===== src/rtl/deflate_pkg.sv =====
// Shared definitions for the static-Huffman deflate path: packer states,
// default widths and the code-beat bundle passed between encoder stages.
package deflate_pkg;

    localparam int DEFLATE_MAX_CODE_W = 18;
    localparam int DEFLATE_OUT_W      = 32;
    localparam int DEFLATE_LEN_W      = 5;

    typedef enum logic [1:0] {
        S_RUN,
        S_FLUSH,
        S_LAST
    } packer_state_t;

    typedef struct packed {
        logic [DEFLATE_MAX_CODE_W-1:0] code;
        logic [DEFLATE_LEN_W-1:0]      len;
        logic                          last;
    } code_beat_t;

endpackage


===== src/rtl/deflate_bit_packer_bit_mask_gen.sv =====
// Combinational "keep the low len bits" mask: bit i is set when i < len.
module bit_mask_gen #(
    parameter int W     = 18,
    parameter int LEN_W = 5
) (
    input  logic [LEN_W-1:0] len,
    output logic [W-1:0]     mask
);

    generate
        for (genvar gi = 0; gi < W; gi++) begin : g_bit
            assign mask[gi] = (len > LEN_W'(gi));
        end
    endgenerate

endmodule


===== src/rtl/deflate_bit_packer.sv =====
// Packs LSB-first variable-length codes into OUT_W-bit words with end-of-block
// flush. Define DEFLATE_PACKER_STATS_EN to add bit/word handoff counters.
module deflate_bit_packer
    import deflate_pkg::*;
#(
    parameter int MAX_CODE_W = DEFLATE_MAX_CODE_W,
    parameter int OUT_W      = DEFLATE_OUT_W,
    parameter int LEN_W      = DEFLATE_LEN_W
) (
    input  logic                             clk,
    input  logic                             rst,
    input  logic [MAX_CODE_W-1:0]            code_in,
    input  logic [LEN_W-1:0]                 code_len_in,
    input  logic                             code_last_in,
    input  logic                             code_valid_in,
    output logic                             code_ready_out,
    output logic [OUT_W-1:0]                 word_out,
    output logic [$clog2(OUT_W/8):0]         word_bytes_out,
    output logic                             word_last_out,
    output logic                             word_valid_out,
`ifdef DEFLATE_PACKER_STATS_EN
    output logic [31:0]                      bit_count_out,
    output logic [15:0]                      word_count_out,
`endif
    input  logic                             word_ready_in
);

    localparam int ACC_W   = OUT_W + MAX_CODE_W;
    localparam int FILL_W  = $clog2(ACC_W) + 1;
    localparam int BYTES_W = $clog2(OUT_W/8) + 1;
    localparam logic [FILL_W-1:0]  OUT_W_F    = FILL_W'(OUT_W);
    localparam logic [BYTES_W-1:0] FULL_BYTES = BYTES_W'(OUT_W/8);

    packer_state_t        state_q, state_d;
    logic [ACC_W-1:0]     acc_q, acc_d, acc_mid;
    logic [FILL_W-1:0]    fill_q, fill_d, fill_mid;
    logic [OUT_W-1:0]     word_q, word_d;
    logic [BYTES_W-1:0]   bytes_q, bytes_d;
    logic                 last_q, last_d;
    logic                 valid_q, valid_d;

    logic [LEN_W-1:0]      len_sat;
    logic [MAX_CODE_W-1:0] code_mask;
    logic [OUT_W-1:0]      keep_mask;
    logic                  slot_free, drain, accept;

    assign len_sat = (code_len_in > LEN_W'(MAX_CODE_W)) ? LEN_W'(MAX_CODE_W) : code_len_in;

    bit_mask_gen #(.W(MAX_CODE_W), .LEN_W(LEN_W)) u_code_mask (
        .len  (len_sat),
        .mask (code_mask)
    );

    bit_mask_gen #(.W(OUT_W), .LEN_W(FILL_W)) u_keep_mask (
        .len  (fill_q),
        .mask (keep_mask)
    );

    assign code_ready_out = (state_q == S_RUN) && (fill_q <= OUT_W_F);
    assign slot_free      = !valid_q || word_ready_in;
    assign drain          = (fill_q >= OUT_W_F) && slot_free;
    assign accept         = code_valid_in && code_ready_out;

    always_comb begin
        state_d  = state_q;
        word_d   = word_q;
        bytes_d  = bytes_q;
        last_d   = last_q;
        valid_d  = slot_free ? 1'b0 : valid_q;
        acc_mid  = acc_q;
        fill_mid = fill_q;

        if (drain) begin
            word_d   = acc_q[OUT_W-1:0];
            bytes_d  = FULL_BYTES;
            last_d   = 1'b0;
            valid_d  = 1'b1;
            acc_mid  = acc_q >> OUT_W;
            fill_mid = fill_q - OUT_W_F;
        end
        acc_d  = acc_mid;
        fill_d = fill_mid;

        case (state_q)
            S_RUN: begin
                if (accept) begin
                    acc_d  = acc_mid | (ACC_W'(code_in & code_mask) << fill_mid);
                    fill_d = fill_mid + FILL_W'(len_sat);
                    if (code_last_in) begin
                        // Block ends exactly on the word being drained now:
                        // that word is the last one, no empty word follows.
                        if (drain && (fill_d == '0)) begin
                            last_d  = 1'b1;
                            state_d = S_LAST;
                        end else begin
                            state_d = S_FLUSH;
                        end
                    end
                end
            end
            S_FLUSH: begin
                if (drain) begin
                    if (fill_mid == '0) begin
                        last_d  = 1'b1;
                        state_d = S_LAST;
                    end
                end else if (slot_free) begin
                    word_d  = acc_q[OUT_W-1:0] & keep_mask;
                    bytes_d = BYTES_W'((fill_q + FILL_W'(7)) >> 3);
                    last_d  = 1'b1;
                    valid_d = 1'b1;
                    acc_d   = '0;
                    fill_d  = '0;
                    state_d = S_LAST;
                end
            end
            S_LAST: begin
                if (valid_q && word_ready_in) begin
                    state_d = S_RUN;
                end
            end
            default: state_d = S_RUN;
        endcase
    end

    always_ff @(posedge clk) begin
        if (rst) begin
            state_q <= S_RUN;
            acc_q   <= '0;
            fill_q  <= '0;
            word_q  <= '0;
            bytes_q <= '0;
            last_q  <= 1'b0;
            valid_q <= 1'b0;
        end else begin
            state_q <= state_d;
            acc_q   <= acc_d;
            fill_q  <= fill_d;
            word_q  <= word_d;
            bytes_q <= bytes_d;
            last_q  <= last_d;
            valid_q <= valid_d;
        end
    end

    assign word_out       = word_q;
    assign word_bytes_out = bytes_q;
    assign word_last_out  = last_q;
    assign word_valid_out = valid_q;

`ifdef DEFLATE_PACKER_STATS_EN
    logic [31:0] bit_count_q, bit_count_d;
    logic [15:0] word_count_q, word_count_d;

    always_comb begin
        bit_count_d  = bit_count_q + (accept ? 32'(len_sat) : 32'd0);
        word_count_d = word_count_q + ((valid_q && word_ready_in) ? 16'd1 : 16'd0);
    end

    always_ff @(posedge clk) begin
        if (rst) begin
            bit_count_q  <= '0;
            word_count_q <= '0;
        end else begin
            bit_count_q  <= bit_count_d;
            word_count_q <= word_count_d;
        end
    end

    assign bit_count_out  = bit_count_q;
    assign word_count_out = word_count_q;
`endif

`ifndef SYNTHESIS
    always_ff @(posedge clk) begin
        if (!rst && accept) begin
            assert (code_len_in <= LEN_W'(MAX_CODE_W))
                else $error("code_len_in %0d exceeds MAX_CODE_W", code_len_in);
        end
    end
`endif

endmodule


===== config.mk =====
export PLATFORM = sky130hd
export DESIGN_NAME = deflate_bit_packer
export DESIGN_NICKNAME = d
export VERILOG_FILES = /design/src/rtl/deflate_pkg.sv /design/src/rtl/deflate_bit_packer_bit_mask_gen.sv /design/src/rtl/deflate_bit_packer.sv
export SDC_FILE = /design/constraint.sdc
export NUM_CORES = 1
export LEC_CHECK = 0
export BUFFER_PORTS_ARGS = -buffer_cell sky130_fd_sc_hd__clkbuf_2
export CAP_MARGIN = 5
export CORE_UTILIZATION = 54
export CTS_BUF_LIST = sky130_fd_sc_hd__clkbuf_16
export DETAILED_ROUTE_END_ITERATION = 8
export HOLD_SLACK_MARGIN = 0.08
export PLACE_DENSITY_LB_ADDON = 0.05
export SLEW_MARGIN = 20
export SYNTH_ARGS = -nofsm -noshare
export SYNTH_HDL_FRONTEND = slang
export SYNTH_SLANG_ARGS = --single-unit

===== constraint.sdc =====
create_clock -name clk -period 2.7 [get_ports clk]
set_clock_uncertainty 0.2 [all_clocks]
set_input_delay 0.27 -clock clk [delete_from_list [all_inputs] [get_ports clk]]
set_output_delay 0.27 -clock clk [all_outputs]
set_load 0.005 [all_outputs]

### Word level (Yosys, flattened, before mapping)

Cells that the tools add are included.
Widths: inputs -> output; s select.

| word-level totals | value |
|---|---|
| bits in registers | 96 |
| input bits | 28 |
| output and inout port bits | 38 |
| logic and storage cells | 125 |

| operators by class | value |
|---|---|
| add/sub/neg operators | 3 |
| $lt $le $gt $ge | 53 |
| equal/unequal tests | 7 |
| shift-type cells | 1 |
| muxes and demuxes | 40 |
| bitwise logic cells | 3 |
| reductions and logical operators | 11 |

Operator list:

| cell | number |
|---|---|
| $mux 50 | 4 |
| $mux 32 | 4 |
| $gt 7x5->1 const B | 16 |
| $pmux 50 s2 | 1 |
| $gt 7x4->1 const B | 8 |
| $or 50x50->50 | 1 |
| $shl 18x7->50 | 1 |
| $gt 5x4->1 const B | 8 |
| $and 32x32->32 | 1 |
| $gt 7x3->1 const B | 4 |
| $mux 7 | 4 |
| $gt 5x3->1 const B | 4 |
| $and 18x18->18 | 1 |
| $gt 5x5->1 const B | 3 |
| $gt 7x1->1 const B | 2 |
| $gt 7x2->1 const B | 2 |
| $logic_not 7->1 | 2 |
| $mux 2 | 7 |
| $pmux 7 s2 | 1 |
| $mux 1 | 12 |
| $mux 3 | 4 |
| $gt 5x1->1 const B | 2 |
| $gt 5x2->1 const B | 2 |
| $add 7x5->7 | 1 |
| other kinds (16) | 23 |

### Logic depth before layout (Yosys ltp)

| depth | value |
|---|---|
| depth after elaboration | 11 |
| depth in mapped cells | 15 |
| gate-level depth less buffers | 13 |

### Modules after synthesis

From an unflattened synthesis, not the netlist that was laid out.

| second synthesis, totals | value |
|---|---|
| cell total of the unflattened synthesis | 860 |
| area total of the unflattened synthesis | 6606.3 µm² |

By module, submodules not included:

| module | times used | cells an instance | area an instance (µm²) | sequential area each (µm²) |
|---|---|---|---|---|
| deflate_bit_packer | 1 | 767 | 6084.6 | 1921.8 |
| bit_mask_gen (u_keep_mask) | 1 | 60 | 344.1 | 0.0 |
| bit_mask_gen (u_code_mask) | 1 | 33 | 177.7 | 0.0 |

### Worst setup path after synthesis

OpenSTA, ideal clock, no wires.

| path | value |
|---|---|
| path kind | input port to flip-flop |
| start point | input code_len_in[3] |
| end point | register last_q, in the netlist word_last_out |
| library setup time | 69 ps |
| data arrival time | 2730 ps |
| data required time | 2431 ps |
| path slack | -299 ps |
| stages on the path | 13 |
| buffers on the path | 2 |
| path through | buf_2 buf_2 or2_2 nor2_1 o21a_1 ha_1 inv_1 fa_1 xnor2_1 or4b_1 nor3_1 o21ai_0 o21ai_1 |

| between the ends | value |
|---|---|
| longest elaborated chain between the ends | 9 |

RTL lines:

| what | line | text |
|---|---|---|
| start, declared | deflate_bit_packer.sv:13 | `input logic [LEN_W-1:0] code_len_in,` |
| $gt 5x5->1 | deflate_bit_packer.sv:47 | `assign len_sat = (code_len_in > LEN_W'(MAX_CODE_W)) ? LEN_W'(MAX_CODE_W) : code_len_in;` |
| $mux 5 (*) | deflate_bit_packer.sv:47 |  |
| $add 7x5->7 (*) | deflate_bit_packer.sv:88 | `fill_d = fill_mid + FILL_W'(len_sat);` |
| $logic_not 7->1 (*) | deflate_bit_packer.sv:92 | `if (drain && (fill_d == '0)) begin` |
| $logic_and 1x1->1 (*) | deflate_bit_packer.sv:92 |  |
| $mux 1 (*) | deflate_bit_packer.sv:92 |  |
| $mux 1 (*) | deflate_bit_packer.sv:89 | `if (code_last_in) begin` |
| $mux 1 (*) | deflate_bit_packer.sv:86 | `if (accept) begin` |
| $pmux 1 s2 (*) | deflate_bit_packer.sv:84 | `case (state_q)` |
| end signal, assigned | deflate_bit_packer.sv:141 | `last_q <= last_d;` |
| end, declared | deflate_bit_packer.sv:39 | `logic last_q, last_d;` |

Mark *: on every way between the ends. The rest lies on a longest branch, timed or not.
A chain may end at the register's enable or synchronous reset.

### Final worst setup path

| path | value |
|---|---|
| start point | register fill_q[5] |
| end point | register last_q, in the netlist word_last_out |

| between the ends | value |
|---|---|
| longest elaborated chain between the ends | 10 |
| elaborated cells on any way between the ends | 19 |
| those cells by class | 2 x add/sub; 2 x order compare; 9 x mux; 6 x reduce/logical |

RTL lines:

| what | line | text |
|---|---|---|
| start, declared | deflate_bit_packer.sv:36 | `logic [FILL_W-1:0] fill_q, fill_d, fill_mid;` |
| start signal, assigned | deflate_bit_packer.sv:138 | `fill_q <= fill_d;` |
| $ge 7x6->1 | deflate_bit_packer.sv:61 | `assign drain = (fill_q >= OUT_W_F) && slot_free;` |
| $logic_and 1x1->1 | deflate_bit_packer.sv:61 |  |
| $mux 7 | deflate_bit_packer.sv:73 | `if (drain) begin` |
| $add 7x5->7 | deflate_bit_packer.sv:88 |  |
| $logic_not 7->1 | deflate_bit_packer.sv:92 |  |
| $logic_and 1x1->1 | deflate_bit_packer.sv:92 |  |
| $mux 1 | deflate_bit_packer.sv:92 |  |
| $mux 1 | deflate_bit_packer.sv:89 |  |
| $mux 1 | deflate_bit_packer.sv:86 |  |
| $pmux 1 s2 (*) | deflate_bit_packer.sv:84 |  |

Marked as above.

==> summary.md <==
| Metric | Value |
|---|---|
| Critical R2R Capture | `word_last_out$_SDFF_PP0_` |
| Critical Path End | `word_last_out$_SDFF_PP0_` |
| Die height | `111.3 um` |
| Ys Warns | `0` |
| Vias in the first global route | `7220` |
| Min Hold Slack | `180.5 ps` |
| Syn_nets | `909` |
| Sw Ratio | `0.4801` |
| Slew HR | `0.5427` |
| Antenna violations before repair | `0` |
| DRC viols | `4` |
| Sink Count | `96` |
| Die W | `111.3 um` |
| EDFF count, synth | `0` |
| Hold Vio Cnt, Final | `0` |
| Avg WL per Cell | `22.28 um` |
| Drt first pass iters | `8` |
| Number of diodes | `0` |
| Initial core utilization | `0.5605` |
| Minimum clock period | `2634 ps` |
| Gr usage total | `0.4057` |
| CTS tree | `built` |
| First-pass GRT wire length | `39.42 mm` |
| VDD IR max | `0.001777 V` |
| Number of vias per cell | `6.838` |
| Startpoint types | `flip-flop` |
| Post-route insts no fill | `1127` |
| Synthesized area per cell | `7.386 sq um` |
| Logic gate share of total power | `0.634` |
| Clock buffer count from CTS | `9` |
| Fill cell count | `983` |
| Fin crit share | `0.9757` |
| Worst Hold Class | `in -> reg` |
| Max-Cap Viols | `0` |
| CTS root buf | `clkbuf_16` |
| Slew @ Worst Pin | `686.0 ps` |
| GR Overflow Total | `0` |
| CTS clock-pin slew for the worst setup and hold paths | `70 ps` |
| Cell area after synthesis | `0.006455 sq mm` |
| Sequential share of the synthesized area | `0.2977` |
| Placed Cells | `1105` |
| Synth cell types | `83` |
| DRT iter0 DRCs | `975` |
| Largest net degree at the start of global routing | `41` |
| Sequential Power Share | `0.196` |
| Slew Limit Fails | `0` |
| Clock buffer depth | `2` |
| Setup crit start | `fill_q[5]$_SDFF_PP0_` |
| Data required, critical path | `2790 ps` |
| Storage cell area | `0.001923 sq mm` |
| Die area | `0.01239 sq mm` |
| R2R Setup Slk | `70 ps` |
| Final Cell Area | `0.007991 sq mm` |
| I/O pins | `66` |
| Crit Reg-Reg Startpoint | `fill_q[5]$_SDFF_PP0_` |
| Clock Latency Late Sink | `360 ps` |
| Failing checks | `DRC` |
| Outcome | `finished with violations` |
| Largest fanout on the critical path | `8` |
| Worst R2R Path Depth | `10` |
| H-tree depth | `3` |
| Final ANT Viol Nets | `0` |
| Pwr Density | `1154 mW/mm^2` |
| Setup violators final | `0` |
| Syn Inst Count | `874` |
| Rows | `39` |
| Core Region | `0.01152 sq mm` |
| Nets | `1014` |
| Peak Freq | `0.3796 GHz` |
| DRT Wirelength | `25.11 mm` |
| Kind of end point of the critical path | `flip-flop` |
| Multi-input gate area | `0.004275 sq mm` |
| PortBufs | `65` |
| RSZ-0062 raised after global routing | `true` |
| Routability cong. | `1.052` |
| CP Class | `reg -> reg` |
| Psw | `4.428 mW` |
| Area growth from synthesis to layout | `23.80%` |
| Clock network fraction of total power | `0.171` |
| Ys async rst share | `0` |
| Synth Register Bits | `96` |
| Data arrival time of the worst path | `2730 ps` |
| Routed vias | `7706` |
| Setup total negative slack | `0 ps` |
| DP HPWL | `18.86 mm` |
| Ratio of cells with drive above 1 in the final layout | `0.2520` |
| Prevailing post-synth register cell | `dfxtp_1` |
| Util after Layout | `0.6939` |
| Placed inst area | `0.007455 sq mm` |
| Leak | `3.132 nW` |
| Pint | `4.794 mW` |
-- worst min-delay path by stage --
stage | from | end | cells after the start
6_report | code_valid_in | fill_q[1]$_SDFFE_PP0P_ | 5
3_5_place_dp | word_out[26]$_SDFF_PP0_ | word_out[26]$_SDFF_PP0_ | 2
2_1_floorplan | acc_q[23]$_SDFF_PP0_ | acc_q[23]$_SDFF_PP0_ | 2
3_3_place_gp | acc_q[23]$_SDFF_PP0_ | acc_q[23]$_SDFF_PP0_ | 2
4_1_cts | code_valid_in | fill_q[1]$_SDFFE_PP0P_ | 5
5_1_grt | word_ready_in | state_q[1]$_SDFFE_PP0P_ | 4
-- cell usage after synthesis, types with 4 or more instances --
library cell,number,share of area
clkbuf_1,46,0.027
o22ai_1,15,0.015
a32oi_1,10,0.014
ha_1,6,0.012
mux2i_1,19,0.029
nor2b_1,10,0.0097
a31oi_1,9,0.0087
o22a_1,4,0.0054
nor2_1,96,0.056
a221oi_1,9,0.012
o32ai_1,5,0.0068
dfxtp_1,96,0.30
nand3_1,26,0.020
or2_2,8,0.0078
a21o_1,9,0.010
a211o_1,4,0.0054
mux2_2,6,0.010
o221a_2,4,0.0070
o21a_1,11,0.013
nand2_1,120,0.070
nor4_1,6,0.0058
xnor2_1,4,0.0054
o31ai_1,7,0.0081
nor3_1,28,0.022
a21boi_0,5,0.0058
a21oi_1,61,0.047
o21ai_0,60,0.047
and3_1,4,0.0039
a211oi_1,8,0.0093
a22oi_1,38,0.044
o211ai_1,13,0.015
buf_1,8,0.0047
inv_1,9,0.0052
o221ai_1,4,0.0054
buf_2,20,0.016
nand2b_1,11,0.011
-- area by class of cell --
class / instances / share of cell area
repair buffers: 172 / 0.1505
clock inverters: 7 / 0.01769
multi-input cells: 688 / 0.5350
clock buffers: 9 / 0.02818
flip-flops and latches: 96 / 0.2406
well taps: 143 / 0.02239
inverters: 12 / 0.005636
-- flip-flops by register name, indices dropped and copies added, names as in the netlist --
signal and count:
acc_q 50, word_last_out 1, state_q 2, word_out 32, word_valid_out 1, fill_q 7
word_bytes_out 3
-- kinds of logic (layout without fill, tap and decap cells) --
| group | after synthesis | count (layout) | synth area share |
|---|---|---|---|
| AO/OA/AOI/OAI | 312 | 312 | 0.3357 |
| XOR/XNOR | 4 | 4 | 0.005427 |
| adder cells (fa/ha/maj) | 7 | 7 | 0.01473 |
| buffers and inverters | 90 | 200 | 0.05970 |
| flip-flops | 96 | 96 | 0.2977 |
| multiplexers | 26 | 26 | 0.04342 |
| AND/OR/NAND/NOR | 339 | 339 | 0.2433 |
-- metrics by stage --
step | total power, mW | setup WS [ps]
after floorplan | 5.020 | -105.4
after global placement | 7.063 | -163.5
after detailed placement | 7.158 | -271.0
after CTS | 8.742 | 5.926
after global routing | 9.618 | -22.16
final | 9.222 | 65.60
-- cell usage in the layout (no fill, tap or decap), types with 10 or more instances in the layout --
master	n
o21ai_0	57
dfxtp_1	95
nor3_1	25
o22ai_1	14
nand3_1	25
a32oi_1	10
mux2i_1	19
o21a_1	10
o211ai_1	13
nand2_1	118
clkbuf_16	10
nand2b_1	11
buf_4	100
a22oi_1	38
a21oi_1	61
nor2_1	91
clkbuf_2	65
-- worst max-delay path, cell delays in order, from the launching register on --
cell and delay [ps]:
dfxtp_1 360, inv_2 70, ha_1 200, buf_4 170, o21a_4 230, a211oi_4 360, buf_6 180, a21o_1 160
nor3_1 50, or4_1 510, o21ai_1 80
-- power by group through the flow --
stage | registers (mW) | logic, mW | clock network [mW]
3_3_place_gp | 1.81 | 5.25 | 0
5_1_grt | 1.82 | 6.17 | 1.63
2_1_floorplan | 1.77 | 3.25 | 0
4_1_cts | 1.79 | 5.37 | 1.59
3_5_place_dp | 1.82 | 5.34 | 0
6_report | 1.80 | 5.84 | 1.58
-- per-layer routing --
layer  wire length [um]  share of wire  vias up  GRT usage
met5                  0              0        -          0
met4               1202          0.048        0     0.1883
met3               2579           0.10      104    0.07567
met2              11250           0.45      533     0.6429
met1              10080           0.40     3606     0.5357
li1                   -              -     3463          -
-- repair_timing --
item | in CTS | in global routing
gates resized for setup | 0 | 25
buffers inserted | 0 | 4
hold buffers | 1 | 0
endpoints found under the hold margin | 3 | 0
endpoints found under the setup margin | 0 | 27
(Power assumes the default switching activity.)
